`config.mk`:
```
export PLATFORM = sky130hd
export DESIGN_NAME = td4_cpu_param
export DESIGN_NICKNAME = d
export VERILOG_FILES = /design/src/rtl/td4_cpu_param.sv
export SDC_FILE = /design/constraint.sdc
export NUM_CORES = 1
export LEC_CHECK = 0
export CAP_MARGIN = 25
export CORE_MARGIN = 1
export CORE_UTILIZATION = 50
export DETAILED_ROUTE_END_ITERATION = 8
export GPL_TIMING_DRIVEN = 0
export PLACE_DENSITY = 0.85
export SLEW_MARGIN = 20
export SYNTH_ARGS = -nofsm -noshare
export SYNTH_HDL_FRONTEND = slang
export SYNTH_SLANG_ARGS = --single-unit
```
`constraint.sdc`:
```
create_clock -name clk -period 2.8 [get_ports clk]
set_input_delay 0.28 -clock clk [delete_from_list [all_inputs] [get_ports clk]]
set_output_delay 0.28 -clock clk [all_outputs]
set_load 0.1 [all_outputs]
```
`src/rtl/td4_cpu_param.sv`:
```
// Parametrised TD4-class accumulator CPU: single-cycle execution with a
// valid/stall instruction fetch, subtract, zero flag, conditional jumps and halt.
//
// Handshake: instr is consumed on a rising edge only when instr_valid=1 and the
// core is in RUN. There is no ready: when instr_valid=0 the core holds all state.
// In HALT, instr_valid and instr are ignored until rst.
module td4_cpu_param #(
  parameter int DATA_W = 4,
  parameter int ADDR_W = 4   // must not exceed DATA_W; jump targets come from im
) (
  input  logic                clk,
  input  logic                rst,
  input  logic                instr_valid,
  input  logic [DATA_W+3:0]   instr,
  input  logic [DATA_W-1:0]   in_port,
  output logic [ADDR_W-1:0]   pc,
  output logic [DATA_W-1:0]   out_port,
  output logic                out_strobe,
  output logic                carry,
  output logic                zero,
  output logic                halted
);

  typedef enum logic {ST_RUN, ST_HALT} state_t;

  state_t              state_q, state_d;
  logic [DATA_W-1:0]   a_q, a_d;
  logic [DATA_W-1:0]   b_q, b_d;
  logic [DATA_W-1:0]   out_q, out_d;
  logic [ADDR_W-1:0]   pc_q, pc_d;
  logic                c_q, c_d;
  logic                z_q, z_d;
  logic                strobe_q, strobe_d;

  logic [3:0]          op;
  logic [DATA_W-1:0]   im;
  logic [DATA_W-1:0]   sel;
  logic [DATA_W-1:0]   opnd;
  logic                cin;
  logic [DATA_W:0]     sum;
  logic [DATA_W-1:0]   r;
  logic                cy;
  logic [ADDR_W-1:0]   pc_inc;
  logic [ADDR_W-1:0]   target;

  assign op     = instr[DATA_W+3:DATA_W];
  assign im     = instr[DATA_W-1:0];
  assign pc_inc = pc_q + 1'b1;
  assign target = im[ADDR_W-1:0];

  // ALU operand select; SUB is A + ~im + 1 so cy=1 means no borrow.
  always_comb begin
    sel  = '0;
    opnd = im;
    cin  = 1'b0;
    case (op)
      4'b0000, 4'b0100, 4'b1010: sel = a_q;
      4'b0001, 4'b0101, 4'b1001: sel = b_q;
      4'b0010, 4'b0110:          sel = in_port;
      4'b1000: begin
        sel  = a_q;
        opnd = ~im;
        cin  = 1'b1;
      end
      default:                   sel = '0;
    endcase
    sum = {1'b0, sel} + {1'b0, opnd} + {{DATA_W{1'b0}}, cin};
    r   = sum[DATA_W-1:0];
    cy  = sum[DATA_W];
  end

  always_comb begin
    state_d  = state_q;
    a_d      = a_q;
    b_d      = b_q;
    out_d    = out_q;
    pc_d     = pc_q;
    c_d      = c_q;
    z_d      = z_q;
    strobe_d = 1'b0;
    if (state_q == ST_RUN && instr_valid) begin
      if (op[3:2] != 2'b11) begin
        c_d  = cy;
        z_d  = (r == '0);
        pc_d = pc_inc;
        case (op)
          4'b0000, 4'b0001, 4'b0010, 4'b0011, 4'b1000: a_d = r;
          4'b0100, 4'b0101, 4'b0110, 4'b0111:          b_d = r;
          default: begin
            out_d    = r;
            strobe_d = 1'b1;
          end
        endcase
      end else begin
        case (op[1:0])
          2'b00:   pc_d = z_q ? target : pc_inc;
          2'b01:   state_d = ST_HALT;
          2'b10:   pc_d = c_q ? pc_inc : target;
          default: pc_d = target;
        endcase
      end
    end
  end

  always_ff @(posedge clk) begin
    if (rst) begin
      state_q  <= ST_RUN;
      a_q      <= '0;
      b_q      <= '0;
      out_q    <= '0;
      pc_q     <= '0;
      c_q      <= 1'b0;
      z_q      <= 1'b0;
      strobe_q <= 1'b0;
    end else begin
      state_q  <= state_d;
      a_q      <= a_d;
      b_q      <= b_d;
      out_q    <= out_d;
      pc_q     <= pc_d;
      c_q      <= c_d;
      z_q      <= z_d;
      strobe_q <= strobe_d;
    end
  end

  assign pc         = pc_q;
  assign out_port   = out_q;
  assign out_strobe = strobe_q;
  assign carry      = c_q;
  assign zero       = z_q;
  assign halted     = (state_q == ST_HALT);

endmodule

```
# Word level (Yosys, flattened, before mapping)
# Index checks and enable logic that the tools add are counted.
# word_totals
regBits,20
input_bits,15
word_cells,55
# classes
n_addsub,3
n_eq_ne,14
n_mux,8
bitwise,5
n_reduce_logical,17
# ops
operator,count
4-bit one-hot mux with 3 select lines,2
4-bit by 3-bit equality test with 1-bit output (second input constant),4
4-bit 2-to-1 mux,4
4-bit equality test (second input constant),3
3-bit AND reduction,4
9-bit OR reduction,1
4-bit by 2-bit equality test with 1-bit output (second input constant),2
4-bit zero test,2
4-bit OR reduction,2
3-bit OR reduction,2
4-bit by 4-bit adder with 5-bit output,1
5-bit by 1-bit adder with 5-bit output,1
5-bit OR reduction,1
4-bit by 1-bit adder with 4-bit output (second input constant),1
4-bit by 1-bit equality test with 1-bit output (second input constant),1
2-bit != test (second input constant),2
1-bit inverter,4
4-bit inverter,1
2-bit AND reduction,2
2-bit by 1-bit equality test with 1-bit output (second input constant),1
2-bit equality test (second input constant),1
2-bit zero test,1
1-bit 2-to-1 mux,2
2-bit OR reduction,1
1-bit logical AND,1

# Depth between registers and ports, before layout
# Gate-level depths: netlist of the first run.
# logic_depth
word_depth,6
depth_mapped,10

# Least setup slack after synthesis of the first run
# No wires, ideal clock.
# synth_timing
path_kind,input -> register
from,in instr[7]
to,reg a_q[3]
setup_time_ps,101
arrival_time_ps,2399
setup_slack_ps,300
stages,10
cell_sequence,buf_4 nor2b_1 nor3_1 a222oi_1 inv_1 ha_1 and2_1 o221a_4 o21a_1 o41ai_1
# synth_via
elab_chain_cells,5
# synth_lines
element,line,source
"start, declared",14,"input logic [DATA_W+3:0] instr,"
"4-bit by 3-bit equality test with 1-bit output, or another cell as far along",56,case (op)
"4-bit OR reduction (no line), or another cell as far along",--,
4-bit one-hot mux with 3 select lines,56,
4-bit by 4-bit adder with 5-bit output,67,"sum = {1'b0, sel} + {1'b0, opnd} + {{DATA_W{1'b0}}, cin};"
5-bit by 1-bit adder with 5-bit output,67,
"end signal, assigned",108,a_q <= '0;
"end signal, assigned",117,a_q <= a_d;
"end, declared",27,"logic [DATA_W-1:0] a_q, a_d;"
# Parallel ways exist; a longest one is shown, timed or not.
# A chain may end at the register's enable or synchronous reset.

# Worst setup path after layout of the first run
# layout_timing
from,in instr[7]
to,reg b_q[3]
# layout_via
elab_chain_cells,5
# layout_lines
element,line,source
"4-bit by 3-bit equality test with 1-bit output, or another cell as far along","56, 86",
"4-bit OR reduction (no line), or another cell as far along",--,
4-bit one-hot mux with 3 select lines,56,
4-bit by 4-bit adder with 5-bit output,67,
5-bit by 1-bit adder with 5-bit output,67,
"end signal, assigned",109,b_q <= '0;
"end signal, assigned",118,b_q <= b_d;
"end, declared",28,"logic [DATA_W-1:0] b_q, b_d;"
# Parallel ways exist; a longest one is shown, timed or not.

==> flow_metrics.env, run 1 <==
export IMPL_status="finished, final reports clean"
export IMPL_yosysWarnings=0
export IMPL_clk_pin_slew_ns=0.14
export IMPL_coreArea_mm2=0.002297
export IMPL_worstPathCellList="clkdlybuf4s50_1 > buf_4 > or4b_4 > buf_6 > xnor2_1 > ha_1 > and2_1 > o221a_4 > o21a_1 > o41ai_1"
export IMPL_via_per_inst=6.195
export IMPL_dr_first_iter_drc_count=45
export IMPL_powerDensity_mw_per_mm2=473.5
export IMPL_cts_tree="yes"
export IMPL_p_leak_uw=0.0006926
export IMPL_cpMaxStageDelayCell="clkdlybuf4s50_1"
export IMPL_ys_seq_area_frac=0.3165
export IMPL_dr_pass1_iters=5
export IMPL_die_h_um=52.30
export IMPL_antenna_cells=0
export IMPL_synth_area_per_cell_um2=8.724
export IMPL_synthXorXnorAreaFrac=0.02770
export IMPL_clk_latency_ns=0.32
export IMPL_synthFlopType="dfxtp_1"
export IMPL_drc_errors=0
export IMPL_final_hold_viol_count=0
export IMPL_fp_dieW_um=52.30
export IMPL_antenna_found_initial=0
export IMPL_cts_htree_levels=1
export IMPL_syn_nets=165
export IMPL_synth_compound_area_frac=0.2700
export IMPL_critPathKind="in -> reg"
export IMPL_place_hpwl_um=2475
export IMPL_synth_adder_area_share=0.05539
export IMPL_setup_violations=0
export IMPL_cp_end_kind="register"
export IMPL_ys_types=46
export IMPL_fin_skew_ns=0.02248
export IMPL_root_buffer="clkbuf_4"
export IMPL_peakVddDrop_mv=0.4424
export IMPL_switching_share=0.3260
export IMPL_clockBufferDepth=2
export IMPL_clock_sinks=20
export IMPL_comb_power_share=0.299
export IMPL_placementRows=17
export IMPL_synth_edf_count=0
export IMPL_wirelength_um=3452
export IMPL_initial_core_util=0.5507
export IMPL_post_route_util=0.7244
export IMPL_io_buffers=25
export IMPL_synth_simple_area_share=0.2502
export IMPL_period_minus_slack_ns=2.753
export IMPL_track_usage=0.2684
export IMPL_worst_pin_slew_ns=1.017
export IMPL_cp_max_fo=10
export IMPL_grt_ovfl_total=0
export IMPL_antenna_left=0
export IMPL_synth_common_cells="dfxtp_1 (20), nor2_1 (16), nand2_1 (11)"
export IMPL_power_frac_clock=0.309
export IMPL_synthesis_area_mm2=0.001265
export IMPL_p_int_uw=531.1
export IMPL_area_growth_pct=31.55
export IMPL_die_area_mm2=0.002735
export IMPL_num_fill_cells=187
export IMPL_startpoint_type="input pin"
export IMPL_fin_total_pwr_uw=787.9
export IMPL_yosysTopAreaCellShare=0.3165
export IMPL_post_drt_wl_per_cell_um=16.84
export IMPL_maxSlewHeadroom=0.3198
export IMPL_final_max_slew_viol_count=0
export IMPL_crit_arrival_ns=2.95
export IMPL_final_net_count=198
export IMPL_io_pins=27
export IMPL_syn_inst=145
export IMPL_vias=1270
export IMPL_maxCapViolCount=0
export IMPL_synth_largest_area_cell="dfxtp_1"
export IMPL_place_congestion=0.8615
export IMPL_drive_gt1_frac=0.1469
export IMPL_grt_max_degree=13
export IMPL_async_reset_ff_frac=0
export IMPL_hold_class="reg -> reg"
export IMPL_required_ns=3.00
export IMPL_grt_pass1_vias=1147
export IMPL_ys_ff_latch=20
export IMPL_seqPwrFrac=0.393
export IMPL_grt_pass1_wl_um=5326
export IMPL_cpPeakStageDelay_ns=0.48
export IMPL_post_synth_top_count_cell="dfxtp_1"
export IMPL_max_freq_mhz=363.2
export IMPL_min_period_over_period=0.9834
export IMPL_synth_top_family_by_area="compound AO/OA/AOI/OAI gates"
export IMPL_cts_buffers=3
export IMPL_switchingPower_uw=256.9
export IMPL_ys_top_cells_by_area="dfxtp_1 (32%), nor2_1 (4.7%), ha_1 (4.0%), a21oi_1 (3.6%), nor2b_1 (3.5%)"
export IMPL_synthMuxAreaShare=0.02572
[stage by stage]
stage / hold WS [ns] / instance area, um2 / TNS (ns) / setup WS [ns] / std cells
6_report: 0.4759 / 1664 / 0 / 0.04661 / 205
5_1_grt: 0.4908 / 1664 / -0.02144 / -0.01188 / 205
4_1_cts: 0.4703 / 1635 / 0 / 0.01182 / 203
3_5_place_dp: 0.4528 / 1550 / -4.170 / -0.6392 / 198
3_3_place_gp: 0.4449 / 1550 / -2.693 / -0.5340 / 198
2_1_floorplan: 0.3871 / 1265 / 0 / 0.3001 / 145
[timing repair]
| item | 4_1_cts | 5_1_grt |
|---|---|---|
| hold buffers | 0 | 0 |
| buffers inserted | 1 | 2 |
| pin swaps | 1 | 2 |
| setup endpoints to repair | 7 | 3 |
| cloned | 0 | 0 |
| gates resized for setup | 7 | 2 |
[layout by cell type, fill, tap and decap left out, drive strengths merged, types with 4 or more instances in the layout]
cell           Yosys  final
a211oi             4      4
a21oi              9      9
buf                5      8
clkbuf             2      5
clkdlybuf4s50      0     23
dfxtp             20     20
ha                 4      4
inv                6      6
nand2             11     11
nand3              7      7
nand3b             4      4
nor2              16     16
nor2b              7      7
xnor2              4      4
[layer usage]
| layer | vias to the layer above | GRT usage | wire length (um) |
|---|---|---|---|
| met4 | 0 | 0.08333 | 54 |
| met2 | 53 | 0.4578 | 1695 |
| li1 | 601 | - | - |
| met5 | - | 0 | 0 |
| met3 | 6 | 0.06667 | 240 |
| met1 | 610 | 0.3269 | 1462 |
[registers in the layout, indices dropped and copies added, names as in the netlist]
signal / count
carry: 1
out_port: 4
out_strobe: 1
halted: 1
pc: 4
a_q: 4
zero: 1
b_q: 4
[worst paths after layout]
path | from | to | slack [ns] | depth (start not counted)
hold reg to reg | a_q[2] | a_q[2] | 0.48 | 2
hold / removal | a_q[2] | a_q[2] | 0.48 | 2
setup reg to reg | a_q[0] | zero | 0.60 | 9
setup / recovery | instr[7] | b_q[3] | 0.05 | 10
[area by class of cell]
| cell class | instances | area, um2 | area share |
|---|---|---|---|
| tap | 28 | 35.03 | 0.02105 |
| inverter | 6 | 22.52 | 0.01353 |
| multi-input combinational | 112 | 837.1 | 0.5030 |
| buffer | 7 | 46.29 | 0.02782 |
| sequential | 20 | 400.4 | 0.2406 |
| timing repair buffer | 28 | 270.3 | 0.1624 |
| clock buffer | 3 | 22.52 | 0.01353 |
| clock inverter | 1 | 30.03 | 0.01805 |
[critical path, delay by kind of cell]
kind / cells / cell delay, ns
AO/OA/AOI/OAI: 3 / 0.73
XOR/XNOR: 1 / 0.13
adder cells (fa/ha/maj): 1 / 0.34
buffers and inverters: 3 / 0.82
AND/OR/NAND/NOR: 2 / 0.65
[power groups by stage]
stage	sequential, uW	combinational [uW]	clock, uW
2_1_floorplan	370	96.9	0
3_3_place_gp	314	210	0
3_5_place_dp	315	217	0
4_1_cts	309	224	249
5_1_grt	311	250	257
6_report	309	235	243
[cells by family after synthesis]
logic type | count (synthesis)
DFF | 20
buffers and inverters | 13
adders and majority gates | 5
AOI/OAI and AO/OA | 41
and+or+nand+nor | 59
muxes | 3
xor gates and xnor gates | 4
No activity file was read; power rests on OpenSTA's default activity.
==> run 2: changes to the inputs <==
- CAP_MARGIN: 25 -> 10
==> results of run 2 <==
Final layout, timing and power as in run 1 (identical DEF).
==> run 3: changes to the inputs <==
--- a/config.mk
+++ b/config.mk
@@ -9,6 +9,6 @@
 export CORE_MARGIN = 1
-export CORE_UTILIZATION = 50
+export CORE_UTILIZATION = 45
 export DETAILED_ROUTE_END_ITERATION = 8
 export GPL_TIMING_DRIVEN = 0
-export PLACE_DENSITY = 0.85
+export PLACE_DENSITY = 0.81
 export SLEW_MARGIN = 20
==> constraint.sdc (replaced) <==
create_clock -name clk -period 2.35 [get_ports clk]
set_input_delay 0.47 -clock clk [delete_from_list [all_inputs] [get_ports clk]]
set_output_delay 0.47 -clock clk [all_outputs]
set_load 0.1 [all_outputs]
==> run 3 against run 2 <==
Flip-flop and latch count stayed put. First-iteration DRC count grew 62%. The run now ends with setup timing left. Final area is 13% higher. Cell count is 6.8% higher. Sequential share of layout area fell by 2.7 points.
==> flow_metrics.env, run 3 (same netlist as run 1, synthesis figures left out) <==
export IMPL_grt_ovfl_total=0
export IMPL_grt_pass1_wl_um=5975
export IMPL_max_freq_mhz=417.1
export IMPL_period_minus_slack_ns=2.397
export IMPL_fin_total_pwr_uw=861.4
export IMPL_place_congestion=0.9261
export IMPL_post_route_util=0.7295
export IMPL_clk_latency_ns=0.29
export IMPL_area_growth_pct=48.07
export IMPL_clk_pin_slew_ns=0.10
export IMPL_rsz0062_at_grt="true"
export IMPL_min_period_over_period=1.020
export IMPL_placementRows=18
export IMPL_dpl_cell_area_mm2=0.001584
export IMPL_cts_buffers=3
export IMPL_cts_htree_levels=1
export IMPL_worst_pin_slew_ns=0.9730
export IMPL_stdcell_count=219
export IMPL_clock_sinks=20
export IMPL_multi_input_area_um2=945.9
export IMPL_maxSlewHeadroom=0.3503
export IMPL_crit_arrival_ns=2.59
export IMPL_final_net_count=211
export IMPL_antenna_left=0
export IMPL_cts_hold_buf=0
export IMPL_drc_errors=0
export IMPL_grt_max_degree=11
export IMPL_vias=1355
export IMPL_final_max_slew_viol_count=0
export IMPL_powerDensity_mw_per_mm2=459.9
export IMPL_timing_final_ws_setup_ns=-0.04745
export IMPL_num_fill_cells=191
export IMPL_startpoint_type="input pin"
export IMPL_cts_tree="yes"
export IMPL_grt_pass1_vias=1289
export IMPL_maxCapViolCount=0
export IMPL_drive_gt1_frac=0.2751
export IMPL_coreArea_mm2=0.002567
export IMPL_fin_skew_ns=0.007850
export IMPL_post_drt_wl_per_cell_um=19.31
export IMPL_track_usage=0.2799
export IMPL_final_hold_viol_count=0
export IMPL_clockBufferDepth=2
export IMPL_root_buffer="clkbuf_4"
export IMPL_via_per_inst=6.187
export IMPL_antenna_cells=0
export IMPL_initial_core_util=0.4927
export IMPL_fp_dieW_um=55.02
export IMPL_required_ns=2.54
export IMPL_setup_violations=4
export IMPL_io_buffers=25
export IMPL_dr_pass1_iters=5
export IMPL_dp_cells=200
export IMPL_regArea_um2=400.4
export IMPL_die_area_mm2=0.003027
export IMPL_cp_max_fo=6
export IMPL_peakVddDrop_mv=0.4581
export IMPL_status="complete, but fails checks"
export IMPL_final_cell_area_mm2=0.001873
export IMPL_dr_first_iter_drc_count=73
export IMPL_p_leak_uw=0.0008097
export IMPL_io_pins=27
export IMPL_critPathKind="in -> reg"
export IMPL_final_cell_mix="dfxtp_1 (20), clkdlybuf4s50_1 (20), nor2_1 (16), buf_4 (16), nand2_1 (10)"
export IMPL_antenna_found_initial=0
export IMPL_hold_class="reg -> reg"
export IMPL_wirelength_um=4228
export IMPL_die_h_um=55.02
export IMPL_place_hpwl_um=2513
export IMPL_violations="setup timing"
export IMPL_cp_end_kind="register"
## run 3: cell type report
class | count | area share
Inverter | 6 | 0.01202
Sequential cell | 20 | 0.2138
Buffer | 6 | 0.02405
Timing Repair Buffer | 42 | 0.2131
Tap cell | 30 | 0.02004
Clock buffer | 3 | 0.01202
Multi-Input combinational cell | 112 | 0.5050
## run 3: critical path: stages
cell     delay (ns)
buf_6          0.08
buf_6          0.12
or4b_4         0.53
buf_6          0.16
xnor2_4        0.14
ha_4           0.24
and2_4         0.16
o221a_4        0.13
o21a_4         0.25
o41ai_4        0.30
## run 3: metrics by stage
stage                     setup slack [ns]  TNS, ns  hold slack [ns]
after global placement             -0.9888   -8.358           0.4433
after CTS                          0.01209        0           0.4626
after global routing              -0.09583  -0.2905           0.4956
after detailed placement            -1.101   -9.873           0.4472
final                             -0.04745  -0.1264           0.4645
after floorplan                    -0.2154  -0.6231           0.4357
## run 3: what timing repair did
action	CTS	global route
pin swaps	12	12
setup endpoints to repair	11	6
gates resized for setup	29	15
setup buffers	9	9
## run 3: worst paths after layout
check / from / to / slack [ns] / depth (start not counted)
worst min-delay path: out_port[0] / out_port[0] / 0.46 / 2
worst max-delay path: instr[7] / a_q[3] / -0.05 / 10
worst min register to register: out_port[0] / out_port[0] / 0.46 / 2
worst max register to register: a_q[0] / zero / 0.17 / 9
## run 3: metal layers
layer | GRT usage | share of wire | vias to the layer above
met1 | 0.3538 | 0.40 | 642
met4 | 0.1208 | 0.022 | 0
met3 | 0.04372 | 0.075 | 12
met2 | 0.4679 | 0.51 | 76
met5 | 0 | 0 | -
li1 | - | - | 625
## run 3: power by group
group | internal, uW | switching, uW | total (uW)
Combinational | 136 | 199 | 335
Sequential | 356 | 12.0 | 368
Clock | 59.6 | 98.8 | 158
